**src/rtl/seg_pattern_decoder_pkg.sv**
```systemverilog
// Package seg_pkg: shared definitions for the seven-segment pattern decoder.
//   - segment bit masks SEG_A..SEG_G, SEG_DP ({dp,G,F,E,D,C,B,A}, bit0 = A)
//   - the 16 hex glyphs (active-high segment patterns, index = nibble)
//   - seg2hex(): 7-bit glyph -> {ok, nibble}
//   - decoder FSM state type and the LUT result struct
package seg_pkg;

  localparam logic [7:0] SEG_A  = 8'h01;
  localparam logic [7:0] SEG_B  = 8'h02;
  localparam logic [7:0] SEG_C  = 8'h04;
  localparam logic [7:0] SEG_D  = 8'h08;
  localparam logic [7:0] SEG_E  = 8'h10;
  localparam logic [7:0] SEG_F  = 8'h20;
  localparam logic [7:0] SEG_G  = 8'h40;
  localparam logic [7:0] SEG_DP = 8'h80;

  // Ascending range so GLYPHS[n] is the pattern for nibble n.
  localparam logic [0:15][6:0] GLYPHS = {
    7'h3F, 7'h06, 7'h5B, 7'h4F, 7'h66, 7'h6D, 7'h7D, 7'h07,
    7'h7F, 7'h6F, 7'h77, 7'h7C, 7'h39, 7'h5E, 7'h79, 7'h71
  };

  typedef enum logic {
    ST_SETTLE,
    ST_HOLD
  } state_t;

  typedef struct packed {
    logic       ok;      // pattern is a legal glyph
    logic       blank;   // no segment lit
    logic [3:0] nibble;  // decoded value, meaningful only when ok
  } glyph_t;

  // Returns {1'b1, nibble} for a glyph in the table, 5'b0 otherwise.
  function automatic logic [4:0] seg2hex(input logic [6:0] y);
    logic [4:0] r;
    r = '0;
    for (int i = 0; i < 16; i++) begin
      if (y == GLYPHS[i]) r = {1'b1, 4'(i)};
    end
    return r;
  endfunction

endpackage

```
**src/rtl/seg_pattern_decoder_if.sv**
```systemverilog
// Interface seg_pattern_decoder_if: the snooped display bus plus the decoded view.
//   seg_n   [7:0]        active-low segments {dp,G,F,E,D,C,B,A}
//   dig_n   [DIGITS-1:0] active-low digit selects
//   hex     [4*DIGITS-1:0] decoded nibble per digit, digit k at [4k+3:4k]
//   dp, vld, err [DIGITS-1:0] per-digit decimal point / legal / illegal flags
//   upd                  one-cycle pulse per commit
//   upd_idx [IW-1:0]     digit index of that commit
// Modports: master drives the display bus and observes results; slave is the decoder.
interface seg_pattern_decoder_if #(
  parameter int DIGITS = 4
);
  localparam int IW = (DIGITS > 1) ? $clog2(DIGITS) : 1;

  logic [7:0]          seg_n;
  logic [DIGITS-1:0]   dig_n;
  logic [4*DIGITS-1:0] hex;
  logic [DIGITS-1:0]   dp;
  logic [DIGITS-1:0]   vld;
  logic [DIGITS-1:0]   err;
  logic                upd;
  logic [IW-1:0]       upd_idx;

  modport master (
    output seg_n, dig_n,
    input  hex, dp, vld, err, upd, upd_idx
  );

  modport slave (
    input  seg_n, dig_n,
    output hex, dp, vld, err, upd, upd_idx
  );

endinterface

```
**src/rtl/seg_pattern_decoder_glyph_lut.sv**
```systemverilog
// Module seg_glyph_lut: combinational 7-segment pattern -> {ok, blank, nibble}.
//   y  in  7        active-high segments {G,F,E,D,C,B,A}
//   g  out glyph_t  lookup result
// Build option SEG_DECODE_ALT_GLYPH_EN: also accept the alternate glyphs
//   7 drawn with segment F (0x27) and 9 drawn without segment D (0x67).
module seg_glyph_lut
  import seg_pkg::*;
(
  input  logic [6:0] y,
  output glyph_t     g
);

`ifdef SEG_DECODE_ALT_GLYPH_EN
  localparam logic [6:0] ALT_SEVEN = GLYPHS[7] | SEG_F[6:0];
  localparam logic [6:0] ALT_NINE  = GLYPHS[9] & ~SEG_D[6:0];
`endif

  always_comb begin
    // NOTE: every field gets a default first so no path leaves a latch.
    g        = '0;
    {g.ok, g.nibble} = seg2hex(y);
    g.blank  = (y == 7'h00);
`ifdef SEG_DECODE_ALT_GLYPH_EN
    if (y == ALT_SEVEN) begin
      g.ok     = 1'b1;
      g.nibble = 4'h7;
    end
    if (y == ALT_NINE) begin
      g.ok     = 1'b1;
      g.nibble = 4'h9;
    end
`endif
  end

endmodule

```
**src/rtl/seg_pattern_decoder.sv**
```systemverilog
// Module seg_pattern_decoder: recovers hex digits from a multiplexed, common-anode
// seven-segment bus. The segment/digit lines are synchronised, debounced over
// STABLE_CYCLES identical samples, and each stable glyph is committed to the
// registers of the single selected digit.
//   clk   in  1  clock
//   rst   in  1  asynchronous, active-high reset
//   bus   seg_pattern_decoder_if.slave (seg_n, dig_n in; hex, dp, vld, err, upd, upd_idx out)
// Parameters: DIGITS (>=1), STABLE_CYCLES (>=1).
// Build option SEG_DECODE_ALT_GLYPH_EN (tested only inside seg_glyph_lut) accepts
// the alternate 7 and 9 glyphs.
module seg_pattern_decoder
  import seg_pkg::*;
#(
  parameter int DIGITS        = 4,
  parameter int STABLE_CYCLES = 4
) (
  input logic                  clk,
  input logic                  rst,
  seg_pattern_decoder_if.slave bus
);

  localparam int IW = (DIGITS > 1) ? $clog2(DIGITS) : 1;
  localparam int CW = $clog2(STABLE_CYCLES + 1);
  localparam int SW = 8 + DIGITS;

  // Synchroniser: s1 -> s2 is the 2-flop sync, s3 is the previous s2.
  logic [SW-1:0] s1, s2, s3;

  always_ff @(posedge clk or posedge rst) begin
    if (rst) begin
      // All-ones is the idle (nothing lit, no digit selected) bus state.
      s1 <= '1;
      s2 <= '1;
      s3 <= '1;
    end else begin
      // NOTE: non-blocking so each stage captures the value from before the edge.
      s1 <= {bus.seg_n, bus.dig_n};
      s2 <= s1;
      s3 <= s2;
    end
  end

  // Decode of the synchronised sample.
  logic [7:0]        seg;
  logic [DIGITS-1:0] dig_sel;
  logic [6:0]        y;
  logic              sel_ok;
  logic [IW-1:0]     sel_idx;
  glyph_t            g;

  assign seg     = s2[SW-1:DIGITS];
  assign dig_sel = ~s2[DIGITS-1:0];
  assign y       = ~seg[6:0];
  assign sel_ok  = $onehot(dig_sel);

  always_comb begin
    sel_idx = '0;
    for (int k = 0; k < DIGITS; k++) begin
      if (dig_sel[k]) sel_idx = IW'(k);
    end
  end

  seg_glyph_lut u_lut (
    .y (y),
    .g (g)
  );

  // Stability counter: saturates at STABLE_CYCLES instead of wrapping.
  state_t        state;
  logic [CW-1:0] cnt;
  logic [CW-1:0] cnt_inc;
  logic          stable;

  assign stable  = (s2 == s3);
  assign cnt_inc = (cnt == CW'(STABLE_CYCLES)) ? cnt : cnt + 1'b1;

  // Per-digit result registers and the commit strobe.
  logic [DIGITS-1:0][3:0] hex_q;
  logic [DIGITS-1:0]      dp_q;
  logic [DIGITS-1:0]      vld_q;
  logic [DIGITS-1:0]      err_q;
  logic                   upd_q;
  logic [IW-1:0]          upd_idx_q;

  always_ff @(posedge clk or posedge rst) begin
    if (rst) begin
      state     <= ST_SETTLE;
      cnt       <= '0;
      upd_q     <= 1'b0;
      upd_idx_q <= '0;
      // NOTE: the per-digit registers are ordinary flops, not a RAM, so they reset too.
      hex_q     <= '0;
      dp_q      <= '0;
      vld_q     <= '0;
      err_q     <= '0;
    end else begin
      upd_q <= 1'b0;
      case (state)
        ST_SETTLE: begin
          if (!stable) begin
            cnt <= '0;
          end else begin
            cnt <= cnt_inc;
            if (cnt_inc == CW'(STABLE_CYCLES)) begin
              state <= ST_HOLD;
              // Ambiguous digit selection still ends the window, but writes nothing.
              if (sel_ok) begin
                upd_q     <= 1'b1;
                upd_idx_q <= sel_idx;
                if (g.ok) begin
                  hex_q[sel_idx] <= g.nibble;
                  dp_q[sel_idx]  <= ~seg[7];
                  vld_q[sel_idx] <= 1'b1;
                  err_q[sel_idx] <= 1'b0;
                end else if (g.blank) begin
                  vld_q[sel_idx] <= 1'b0;
                  err_q[sel_idx] <= 1'b0;
                end else begin
                  vld_q[sel_idx] <= 1'b0;
                  err_q[sel_idx] <= 1'b1;
                end
              end
            end
          end
        end
        ST_HOLD: begin
          if (!stable) begin
            state <= ST_SETTLE;
            cnt   <= '0;
          end
        end
        default: begin
          state <= ST_SETTLE;
          cnt   <= '0;
        end
      endcase
    end
  end

  assign bus.hex     = hex_q;
  assign bus.dp      = dp_q;
  assign bus.vld     = vld_q;
  assign bus.err     = err_q;
  assign bus.upd     = upd_q;
  assign bus.upd_idx = upd_idx_q;

endmodule

```
**src/flat_wrapper.sv**
```systemverilog
// flat-port wrapper written by rule: the top's interface ports become plain ports
module seg_pattern_decoder_flat import seg_pkg::*;
#(
  parameter int DIGITS        = 4,
  parameter int STABLE_CYCLES = 4
)
  (clk, rst, bus_seg_n, bus_dig_n, bus_hex, bus_dp, bus_vld, bus_err, bus_upd, bus_upd_idx);
  seg_pattern_decoder_if #(.DIGITS(DIGITS)) bus_i ();
  input logic clk;
  input logic rst;
  input wire logic [$bits(bus_i.seg_n)-1:0] bus_seg_n;
  input wire logic [$bits(bus_i.dig_n)-1:0] bus_dig_n;
  output wire logic [$bits(bus_i.hex)-1:0] bus_hex;
  output wire logic [$bits(bus_i.dp)-1:0] bus_dp;
  output wire logic [$bits(bus_i.vld)-1:0] bus_vld;
  output wire logic [$bits(bus_i.err)-1:0] bus_err;
  output wire logic [$bits(bus_i.upd)-1:0] bus_upd;
  output wire logic [$bits(bus_i.upd_idx)-1:0] bus_upd_idx;
  assign bus_i.seg_n = bus_seg_n;
  assign bus_i.dig_n = bus_dig_n;
  assign bus_hex = bus_i.hex;
  assign bus_dp = bus_i.dp;
  assign bus_vld = bus_i.vld;
  assign bus_err = bus_i.err;
  assign bus_upd = bus_i.upd;
  assign bus_upd_idx = bus_i.upd_idx;
  seg_pattern_decoder #(.DIGITS(DIGITS), .STABLE_CYCLES(STABLE_CYCLES)) u_core (.clk(clk), .rst(rst), .bus(bus_i));
endmodule
```
**config.mk**
```make
export PLATFORM = sky130hd
export DESIGN_NAME = seg_pattern_decoder_flat
export DESIGN_NICKNAME = d
export VERILOG_FILES = /design/src/rtl/seg_pattern_decoder_pkg.sv /design/src/rtl/seg_pattern_decoder_if.sv /design/src/rtl/seg_pattern_decoder_glyph_lut.sv /design/src/rtl/seg_pattern_decoder.sv /design/src/flat_wrapper.sv
export SDC_FILE = /design/constraint.sdc
export NUM_CORES = 1
export LEC_CHECK = 0
export BUFFER_PORTS_ARGS = -buffer_cell sky130_fd_sc_hd__buf_2
export CAP_MARGIN = 20
export CORE_ASPECT_RATIO = 0.75
export CORE_MARGIN = 4
export CORE_UTILIZATION = 37
export DETAILED_ROUTE_END_ITERATION = 8
export HOLD_SLACK_MARGIN = 0.08
export PLACE_DENSITY = 0.67
export RECOVER_POWER = 100
export SYNTH_ARGS = -nofsm -noshare
export SYNTH_HDL_FRONTEND = slang
export SYNTH_SLANG_ARGS = --single-unit
```
**constraint.sdc**
```tcl
create_clock -name clk -period 2.9 [get_ports clk]
set_input_delay 0.145 -clock clk [delete_from_list [all_inputs] [get_ports clk]]
set_output_delay 0.145 -clock clk [all_outputs]
set_load 0.02 [all_outputs]
```
==> results by group <==
Floorplanning
  – Starting density of the core: roughly two fifths
  – I/O Pins: 45
  – Row cnt: 29
  – Die width: ~120 um
  – Full die area: roughly 10000 sq um
  – Core area: around 8500 sq um
  – Height of the die: ~89 um

Global routing
  – Global-route wire length before repair: approximately 11 mm
  – Initial antenna violation count: 0
  – GRT Total Usage: 13.7%
  – Vias in the first global route: around 2100
  – Pin count of the biggest net entering global routing: slightly above 70
  – GRT overflow: 0

Timing
  – Final setup fails: 0
  – Worst slew pin tran: ~1.7 ns
  – Setup WS post-layout: between 0.1 and 0.15 ns
  – WHS: roughly 0.36 ns
  – Fin crit period: 2.77 ns
  – Final Skew: approximately 0.0068 ns
  – Timing-limited maximum frequency: between 300 and 400 MHz
  – TNS Setup: 0 ns
  – Slew Limit Headroom: -14.7%
  – Final hold viol count: 0
  – Period utilization: between 90% and 100%
  – Pins over their slew limit: ~70

Run
  – Maxcap violations: 1

Clocking
  – Worst-skew pair later-pin latency: 0.33 ns
  – Clock-pin slew on the worst setup and hold paths: about 0.060 ns
  – Maximum root-to-sink buffer count: 2
  – CTS root buffer: clkbuf_16
  – TritonCTS Buffers: 9
  – Htree depth: 3
  – # clock sinks: 71
  – CTS tree: yes

Route
  – Via count: around 2200
  – Drt via density: 4.98
  – Pre-antenna DRT Iters: 5
  – Initial DRC count: ~130
  – WL final: about 6.7 mm
  – WL per Instance: approximately 15 um
  – Routed Antenna Nets: 0
  – Residual DRC: 0

Worst setup path
  – Crit-path cells: xor2_1 -> o32a_1 -> o22a_1 -> and3_1 -> o21ai_1 -> o21ai_0
  – CP Data Arrival Time: approximately 3 ns
  – Crit Path Class: reg -> reg
  – Buf+Inv Stages, Crit Path: 0
  – CP max FO: 18
  – CP delay by family, top: compound AO/OA/AOI/OAI gates
  – Slowest CP cell: dfstp_1
  – Slowest cell delay on critical path: approximately 0.96 ns
  – Crit end category: flop
  – Reg2Reg Launch Point: u_core.s2[6]$_DFF_PP1_
  – Critical path startpoint category: flop
  – CP required: between 3 and 4 ns
  – Crit path from: u_core.s2[6]$_DFF_PP1_

Layout
  – Area Overhead vs Synth: 19.7%
  – Sequential cell area: ~1800 sq um
  – Layout fillers: a little under 800
  – Non-filler cells, final: 450
  – Area of the multi-input gates: 1270 sq um
  – Antenna fix cells: 0
  – Proportion of layout cells with a drive suffix above 1: 25.4%
  – Nets: approximately 360

Power
  – PwrDens: roughly 600 nW/um^2
  – Peak supply drop: 0.288 mV
  – Pleak: 0.00162 uW

Yosys
  – Yosys cell types: 50
  – FF+latch count, synth: a little over 70
  – Mapped Area: between 3000 and 4000 sq um
  – Cells after Synth: 280
  – Synthesized net count: 301
  – Post-synth EDFFs: 0
  – Prevailing post-synth register cell: dfstp_2
  – Async SR Flop Fraction: 100%
  – Synth top cells by count: 36 x dfstp_2, 35 x dfrtp_1, 33 x a21oi_1
  – Dominant cells by area after synthesis: dfstp_2 29%, dfrtp_1 27%, a21oi_1 5.1%
  – Count leader, synth: dfstp_2
  – Warnings, synthesis: 0
  – Sequential area share after synthesis: 55.8%
  – Mapped Avg Cell Area: about 12 sq um
  – Post-synth top area cell: dfstp_2
  – Share of Yosys cell area claimed by the top area cell type: 29.0%

Place
  – HPWL Detailed: between 4 and 5 mm
  – GPL Wtd Cong: 0.884
  – Placed Cells: approximately 420
  – Pre-CTS WS: -0.00353 ns
  – Port Buffers: 44

Run status
  – Violated checks: capacitance limit, slew limit
  – Status: finished, violations left

Hold path
  – Hold crit path type: reg -> reg
  – Hold_sp: u_core.s1[0]$_DFF_PP1_
-- cell families after synthesis --
family	share of synthesized area, %
AOI/OAI and AO/OA	13.9
xor gates and xnor gates	6.40
adders and majority gates	2.91
buffers and inverters	5.52
DFF	55.8
muxes	0.652
and+or+nand+nor	14.8
-- routing by layer --
layer  track usage, %  vias up  share of wire (%)  wire [um]
met5                0        -                  0          0
met4             3.48        0               0.93         63
met3             5.01        9                7.3        494
met2             19.8       70                 44       2950
met1             19.4     1062                 48       3240
li1                 -     1099                  -          -
-- worst paths after layout --
| kind | end | depth (start not counted) | slack, ns |
|---|---|---|---|
| hold reg to reg | u_core.s2[0]$_DFF_PP1_ | 0 | 0.36 |
| setup / recovery | flop | 6 | 0.13 |
| setup reg to reg | flop | 6 | 0.13 |
| hold / removal | u_core.s2[0]$_DFF_PP1_ | 0 | 0.36 |
| max in group asynchronous | u_core.bus.hex[2]$_DFFE_PP0P_ | 3 | 1.48 |
| min in group asynchronous | u_core.bus.upd_idx[0]$_DFFE_PP0P_ | 3 | 0.41 |
-- area by class of cell --
class	count	area share, %
Clock buffer	10	6.11
Clock inverter	6	1.70
Inverter	9	0.864
Multi-Input combinational cell	184	32.6
Sequential cell	71	46.6
Tap cell	108	3.46
Timing Repair Buffer	62	8.64
-- power breakdown --
group	internal (uW)	switching, uW
sequential	1040	39.8
clock	692	412
combinational	71.6	84.8
total	1800	536
-- cells in the final DEF (no fill, tap or decap), types with 2 or more instances in the layout --
cell type      instances
a211oi_4               2
a21oi_1               33
and3_1                 3
buf_2                 14
buf_4                  3
clkbuf_1              32
clkbuf_16              9
dfrtp_1               35
dfstp_1                5
dfstp_2               31
dlygate4sd3_1         12
ha_1                   4
inv_1                  7
nand2_1               21
nand2b_1               3
nand3_1                7
nand3_2                2
nand3b_1               3
nand4_1                6
nor2_1                16
nor2b_1                5
nor3_1                 6
o21ai_0                7
o21ai_1               18
o32a_1                 2
o41ai_1                2
or2_2                  2
xnor2_1               10
xnor2_2                3
xnor2_4                2
xor2_1                 2
-- through the flow --
stage	area, sq um	power, uW	util (%)
global route	3910	2430	45.8
detailed placement	3500	1240	41.0
CTS	3930	2370	46.1
finish	3910	2340	45.8
global placement	3500	1230	41.0
floorplan	3260	1200	-
-- timing repair --
action	4_1_cts	5_1_grt
buffers inserted	1	1
resized for setup	3	9
hold endpoints to repair	12	0
setup endpoints to repair	3	30
gates cloned	0	1
hold buffers	12	0
pin swaps	1	7
(Power assumes the default switching activity.)
